<file path="config.mk">
export PLATFORM = sky130hd
export DESIGN_NAME = mealy_pattern_detector
export DESIGN_NICKNAME = d
export VERILOG_FILES = /design/src/rtl/mealy_pattern_detector.sv
export SDC_FILE = /design/constraint.sdc
export NUM_CORES = 1
export LEC_CHECK = 0
export CAP_MARGIN = 20
export CORE_AREA = 2 2 50 52
export DETAILED_ROUTE_END_ITERATION = 8
export DIE_AREA = 0 0 52 54
export GPL_TIMING_DRIVEN = 0
export PLACE_DENSITY = 0.7
export SYNTH_ARGS = -nofsm -noshare
export SYNTH_HDL_FRONTEND = slang
export SYNTH_SLANG_ARGS = --single-unit
</file>
<file path="constraint.sdc">
create_clock -name clk -period 3.7 [get_ports clk]
set_input_delay 0.74 -clock clk [delete_from_list [all_inputs] [get_ports clk]]
set_output_delay 0.74 -clock clk [all_outputs]
set_load 0.02 [all_outputs]
</file>
<file path="src/rtl/mealy_pattern_detector.sv">
// -----------------------------------------------------------------------------
// mealy_pattern_detector
//   Runtime-programmable Mealy serial sequence detector. Consumes one bit per
//   cycle when bit_valid is high and tracks how much of the loaded pattern has
//   been seen, using KMP failure-function behaviour.
//
//   Parameters
//     PAT_W  pattern length in bits (2..8)
//     CNT_W  width of the saturating match counter
//     SW     state index width, clog2(PAT_W); derived, do not override
//
//   Ports
//     clk          rising-edge clock
//     rst_n        synchronous, active-low reset
//     bit_valid    bit_in is consumed this cycle
//     bit_in       serial data bit
//     cfg_load     one-cycle pulse: capture cfg_pattern / cfg_overlap
//     cfg_pattern  pattern, MSB is the first bit expected
//     cfg_overlap  1 = overlapping detection, 0 = restart after a match
//     clr_count    synchronous clear of match_count (wins over increment)
//     match        combinational Mealy match
//     match_q      match delayed by one cycle
//     state        matched-prefix length, 0..PAT_W-1
//     match_count  saturating match count
// -----------------------------------------------------------------------------
module mealy_pattern_detector #(
  parameter  int PAT_W = 4,
  parameter  int CNT_W = 8,
  localparam int SW    = $clog2(PAT_W)
) (
  input  logic             clk,
  input  logic             rst_n,
  input  logic             bit_valid,
  input  logic             bit_in,
  input  logic             cfg_load,
  input  logic [PAT_W-1:0] cfg_pattern,
  input  logic             cfg_overlap,
  input  logic             clr_count,
  output logic             match,
  output logic             match_q,
  output logic [SW-1:0]    state,
  output logic [CNT_W-1:0] match_count
);

  logic [SW-1:0]    state_q, state_d;
  logic [PAT_W-1:0] pat_q, pat_d;
  logic             ovl_q, ovl_d;
  logic [PAT_W-2:0] hist_q, hist_d;   // last PAT_W-1 accepted bits, [0] newest
  logic             match_q_d;
  logic [CNT_W-1:0] count_q, count_d;

  logic [PAT_W-1:0] win;              // history plus the incoming bit
  logic [SW-1:0]    nxt;              // KMP successor of the current state
  logic             ok;
  int               st_int;

  always_comb begin
    win       = {hist_q, bit_in};
    st_int    = int'(state_q);
    nxt       = '0;
    ok        = 1'b0;
    state_d   = state_q;
    pat_d     = pat_q;
    ovl_d     = ovl_q;
    hist_d    = hist_q;
    match     = bit_valid & ~cfg_load & (state_q == SW'(PAT_W-1)) & (bit_in == pat_q[0]);
    match_q_d = match;

    // Longest k < PAT_W such that the newest k bits equal the first k pattern
    // bits. Only bits inside the current prefix (k <= state+1) are trusted;
    // older history bits may predate a restart. On a full match this yields
    // the longest proper border of the pattern, i.e. the overlap successor.
    for (int k = 1; k < PAT_W; k++) begin
      ok = (k <= st_int + 1);
      for (int j = 0; j < k; j++) begin
        if (win[j] != pat_q[PAT_W-k+j]) ok = 1'b0;
      end
      if (ok) nxt = SW'(k);
    end

    if (cfg_load) begin
      // A bit arriving with cfg_load is dropped; detection restarts cleanly.
      pat_d   = cfg_pattern;
      ovl_d   = cfg_overlap;
      state_d = '0;
    end else if (bit_valid) begin
      hist_d  = win[PAT_W-2:0];
      state_d = (match && !ovl_q) ? '0 : nxt;
    end

    // Encodings >= PAT_W are unreachable; recover to 0 if ever seen.
    if (st_int >= PAT_W) state_d = '0;

    count_d = count_q;
    if (clr_count)                count_d = '0;
    else if (match && !(&count_q)) count_d = count_q + 1'b1;
  end

  always_ff @(posedge clk) begin
    if (!rst_n) begin
      state_q <= '0;
      pat_q   <= '0;
      ovl_q   <= 1'b1;
      hist_q  <= '0;
      match_q <= 1'b0;
      count_q <= '0;
    end else begin
      state_q <= state_d;
      pat_q   <= pat_d;
      ovl_q   <= ovl_d;
      hist_q  <= hist_d;
      match_q <= match_q_d;
      count_q <= count_d;
    end
  end

  assign state       = state_q;
  assign match_count = count_q;

endmodule

</file>
==> impl_metrics.yaml, run 1 <==
sta:
  timing.max_slew.rel_slack: 0.7624
  finalClockSkew_ns: 0.002720
  rsz0062_at_grt: "false"
  setup-tns-final_ns: 0
  max_clock_freq_ghz: 0.3310
  setup_viol: 0
  fin_crit_sh: 0.8166
  final.min_clock_period_ns: 3.021
  tightestPinTransition_ns: 0.3564
  finalHoldViolCount: 0
  drv_slew: 0
cts:
  clock_latency_ns: 0.28
  postCtsHoldBufs: 0
  path_clk_slew_ns: 0.10
  cts_setup_buffers: 0
  root_buffer: "clkbuf_4"
  cts_resized: 0
  clk_path_buf_depth: 2
  cts_sinks: 18
  htree_num_levels: 1
  cts_buffers: 3
  cts_tree: "built"
die:
  die_y_microns: 54
  ios: 23
  start_util: 0.4186
  dieWidth_microns: 52
  dieArea_sq_um: 2808
  core_area_sq_um: 2320
  fp-row-count: 18
pwr:
  cellPowerDensity_nw_per_um2: 275.5
  peakVddDrop_uv: 174.6
  leakagePower_nw: 0.4788
min_path:
  hold_path_class: "register to register"
  hold_end: "match_count[1]"
  whs_path_depth: 2
  hp-start: "match_count[1]"
layout:
  regArea_sq_um: 360.3
  syn_to_final_growth_pct: 26.80
  drive_gt1_frac: 0.1349
  diodes: 0
  fillerInstances: 226
  post-route-cell-area_sq_um: 1231
  finalNetCount: 140
  multi_input_area_sq_um: 564.3
placement:
  gp_congestion: 0.7945
  port_buffers: 20
  placed_area_sq_um: 1209
  dp_hpwl_microns: 1628
setup_path:
  path_class: "input pin to output pin"
  worstPathArrival_ns: 2.28
  crit_fanout: 10
  r2r_cells: 5
  path_cells: "clkdlybuf4s50_1 -> nand3_2 -> inv_2 -> buf_6 -> clkdlybuf4s50_1"
  worst_r2r_endpoint: "match_count[0]"
  crit_top_cell: "clkdlybuf4s50_1"
  worstPathRequired_ns: 2.96
  critPathMaxStageDelay_ns: 0.61
  r2r_start: "match_count[0]"
  cp-end-kind: "output pin"
  r2r_setup_slack_ns: 2.09
  crit_path_top_delay_cell: "clkdlybuf4s50_1"
  cp-start-kind: "input pin"
grt:
  grt_usage: 0.1696
  overflow: 0
  antenna_found_initial: 0
  grt_pass1_wl_microns: 3491
  grt_start_max_net_pins: 11
  grt_pass1_vias: 828
routing:
  drc: 0
  viasPerCell: 5.327
  drt_pass1_iterations: 4
  ant_nets: 0
  drt_iter0_drc: 10
  wl_per_cell_microns: 13.53
  num_vias: 831
  postRouteWirelength_microns: 2110
synthesis:
  synth_area_leader_cell: "dfxtp_1"
  netlist.area_leader.share: 0.3711
  synth_area_sq_um: 970.9
  ys_warn_count: 0
  synth_nets: 115
  synthCells: 103
  synth_cell_types: 40
  ys_seq_elements: 18
  synthTopCellsByArea: "dfxtp_1 (37%), mux2i_1 (9.3%), nor2b_1 (4.5%)"
  ys_seq_area_frac: 0.3711
  avgSynthCellArea_sq_um: 9.427
outcome:
  status: "completed"
run:
  maxCapViolations: 0
[cells in the final DEF, fill, tap and decap left out, types with 3 or more instances in the layout]
| master | synthesis | routed |
|---|---|---|
| nand3_1 | 3 | 3 |
| dfxtp_1 | 18 | 18 |
| clkbuf_4 | 0 | 3 |
| xnor2_1 | 3 | 3 |
| nand4_1 | 4 | 4 |
| nand2_1 | 8 | 8 |
| clkdlybuf4s50_1 | 0 | 20 |
| xor2_1 | 3 | 3 |
| a21oi_1 | 3 | 3 |
| nor2b_1 | 7 | 7 |
| and2_2 | 3 | 3 |
| o21ai_0 | 5 | 5 |
| mux2i_1 | 9 | 9 |
[worst max-delay path, delay by kind of cell]
| family | cells | cell delay [ns] |
|---|---|---|
| buffers and inverters | 4 | 1.40 |
| AND/OR/NAND/NOR | 1 | 0.13 |
[cell families (layout without fill, tap and decap cells)]
family	count (synthesis)	count (layout)	synth area share
compound gates	18	18	0.1392
xor+xnor	7	7	0.07089
fa+ha+maj	1	1	0.01288
buf+inv	8	31	0.04768
flops	18	18	0.3711
mux	9	9	0.09279
simple gates	42	42	0.2655
[flip-flops by register name, indices dropped and copies added, names as in the netlist]
register,flops
match_q,1
hist_q,2
pat_q,4
state,2
match_count,8
ovl_q,1
[Yosys cell counts (all sizes together)]
| master | n |
|---|---|
| clkbuf | 2 |
| and3b | 1 |
| o211a | 1 |
| o21ai | 5 |
| xnor2 | 4 |
| nor3 | 1 |
| o21a | 1 |
| and3 | 2 |
| buf | 3 |
| nand4b | 2 |
| and4 | 2 |
| nand4 | 4 |
| a41oi | 1 |
| ha | 1 |
| mux2i | 9 |
| a211oi | 2 |
| nand2 | 8 |
| and2 | 4 |
| or2b | 1 |
| nor2 | 2 |
| a311oi | 1 |
| nand3 | 4 |
| dfxtp | 18 |
| nand3b | 1 |
| a21oi | 4 |
| o31a | 1 |
| o2111ai | 1 |
| nor2b | 7 |
| xor2 | 3 |
| or3 | 2 |
| a31oi | 1 |
| nand2b | 1 |
| inv | 3 |
[worst max path at each step]
stage / from / end / cells after the start
after floorplan: bit_in / match / 5
after global placement: bit_valid / match / 5
after detailed placement: bit_valid / match / 5
after CTS: bit_valid / match / 5
after global routing: bit_valid / match / 5
final: bit_valid / match / 5
[routing by layer]
layer | global-route usage | share of wire
met5 | 0 | 0
met4 | 0.07456 | 0
met2 | 0.3270 | 0.52
met1 | 0.1768 | 0.43
met3 | 0.03333 | 0.051
[final cells by class]
class,count,share of cell area
flip-flops and latches,18,0.2927
clock buffers,3,0.01829
well taps,30,0.03049
inverters,3,0.009146
plain buffers,5,0.02846
multi-input cells,77,0.4583
repair buffers,20,0.1626
[metrics by stage]
stage | hold slack [ns] | setup slack [ns] | instances | power (mW) | utilization
floorplan | 0.4421 | 1.551 | 103 | 0.2330 | -
global placement | 0.4887 | 0.6970 | 153 | 0.2478 | 0.5210
detailed placement | 0.5028 | 0.6795 | 153 | 0.2493 | 0.5210
CTS | 0.5170 | 0.6777 | 156 | 0.3455 | 0.5307
global route | 0.5441 | 0.6050 | 156 | 0.3575 | 0.5307
finish | 0.5218 | 0.6785 | 156 | 0.3392 | 0.5307
[where the power goes]
| group | internal, mW | switching (mW) |
|---|---|---|
| Clock | 0.0378 | 0.0566 |
| Sequential | 0.198 | 0.00438 |
| Combinational | 0.0237 | 0.0186 |
| Total | 0.260 | 0.0796 |
No activity file was read; power rests on OpenSTA's default activity.
==> run 2, diff against run 1 <==
==> constraint.sdc (replaced) <==
create_clock -name clk -period 3 [get_ports clk]
set_input_delay 0.6 -clock clk [delete_from_list [all_inputs] [get_ports clk]]
set_output_delay 0.6 -clock clk [all_outputs]
set_load 0.02 [all_outputs]
==> results of run 2 <==
The final DEF is identical to that of run 1. Status: completed.
Among the figures that moved: setup slack after placement 0.6795 ns -> 0.2595 ns; setup slack after layout 0.6785 ns -> 0.2585 ns; register-to-register setup slack 2.09 ns -> 1.39 ns; total power 0.3392 mW -> 0.4183 mW; worst IR drop on VDD 174.6 uV -> 215.3 uV
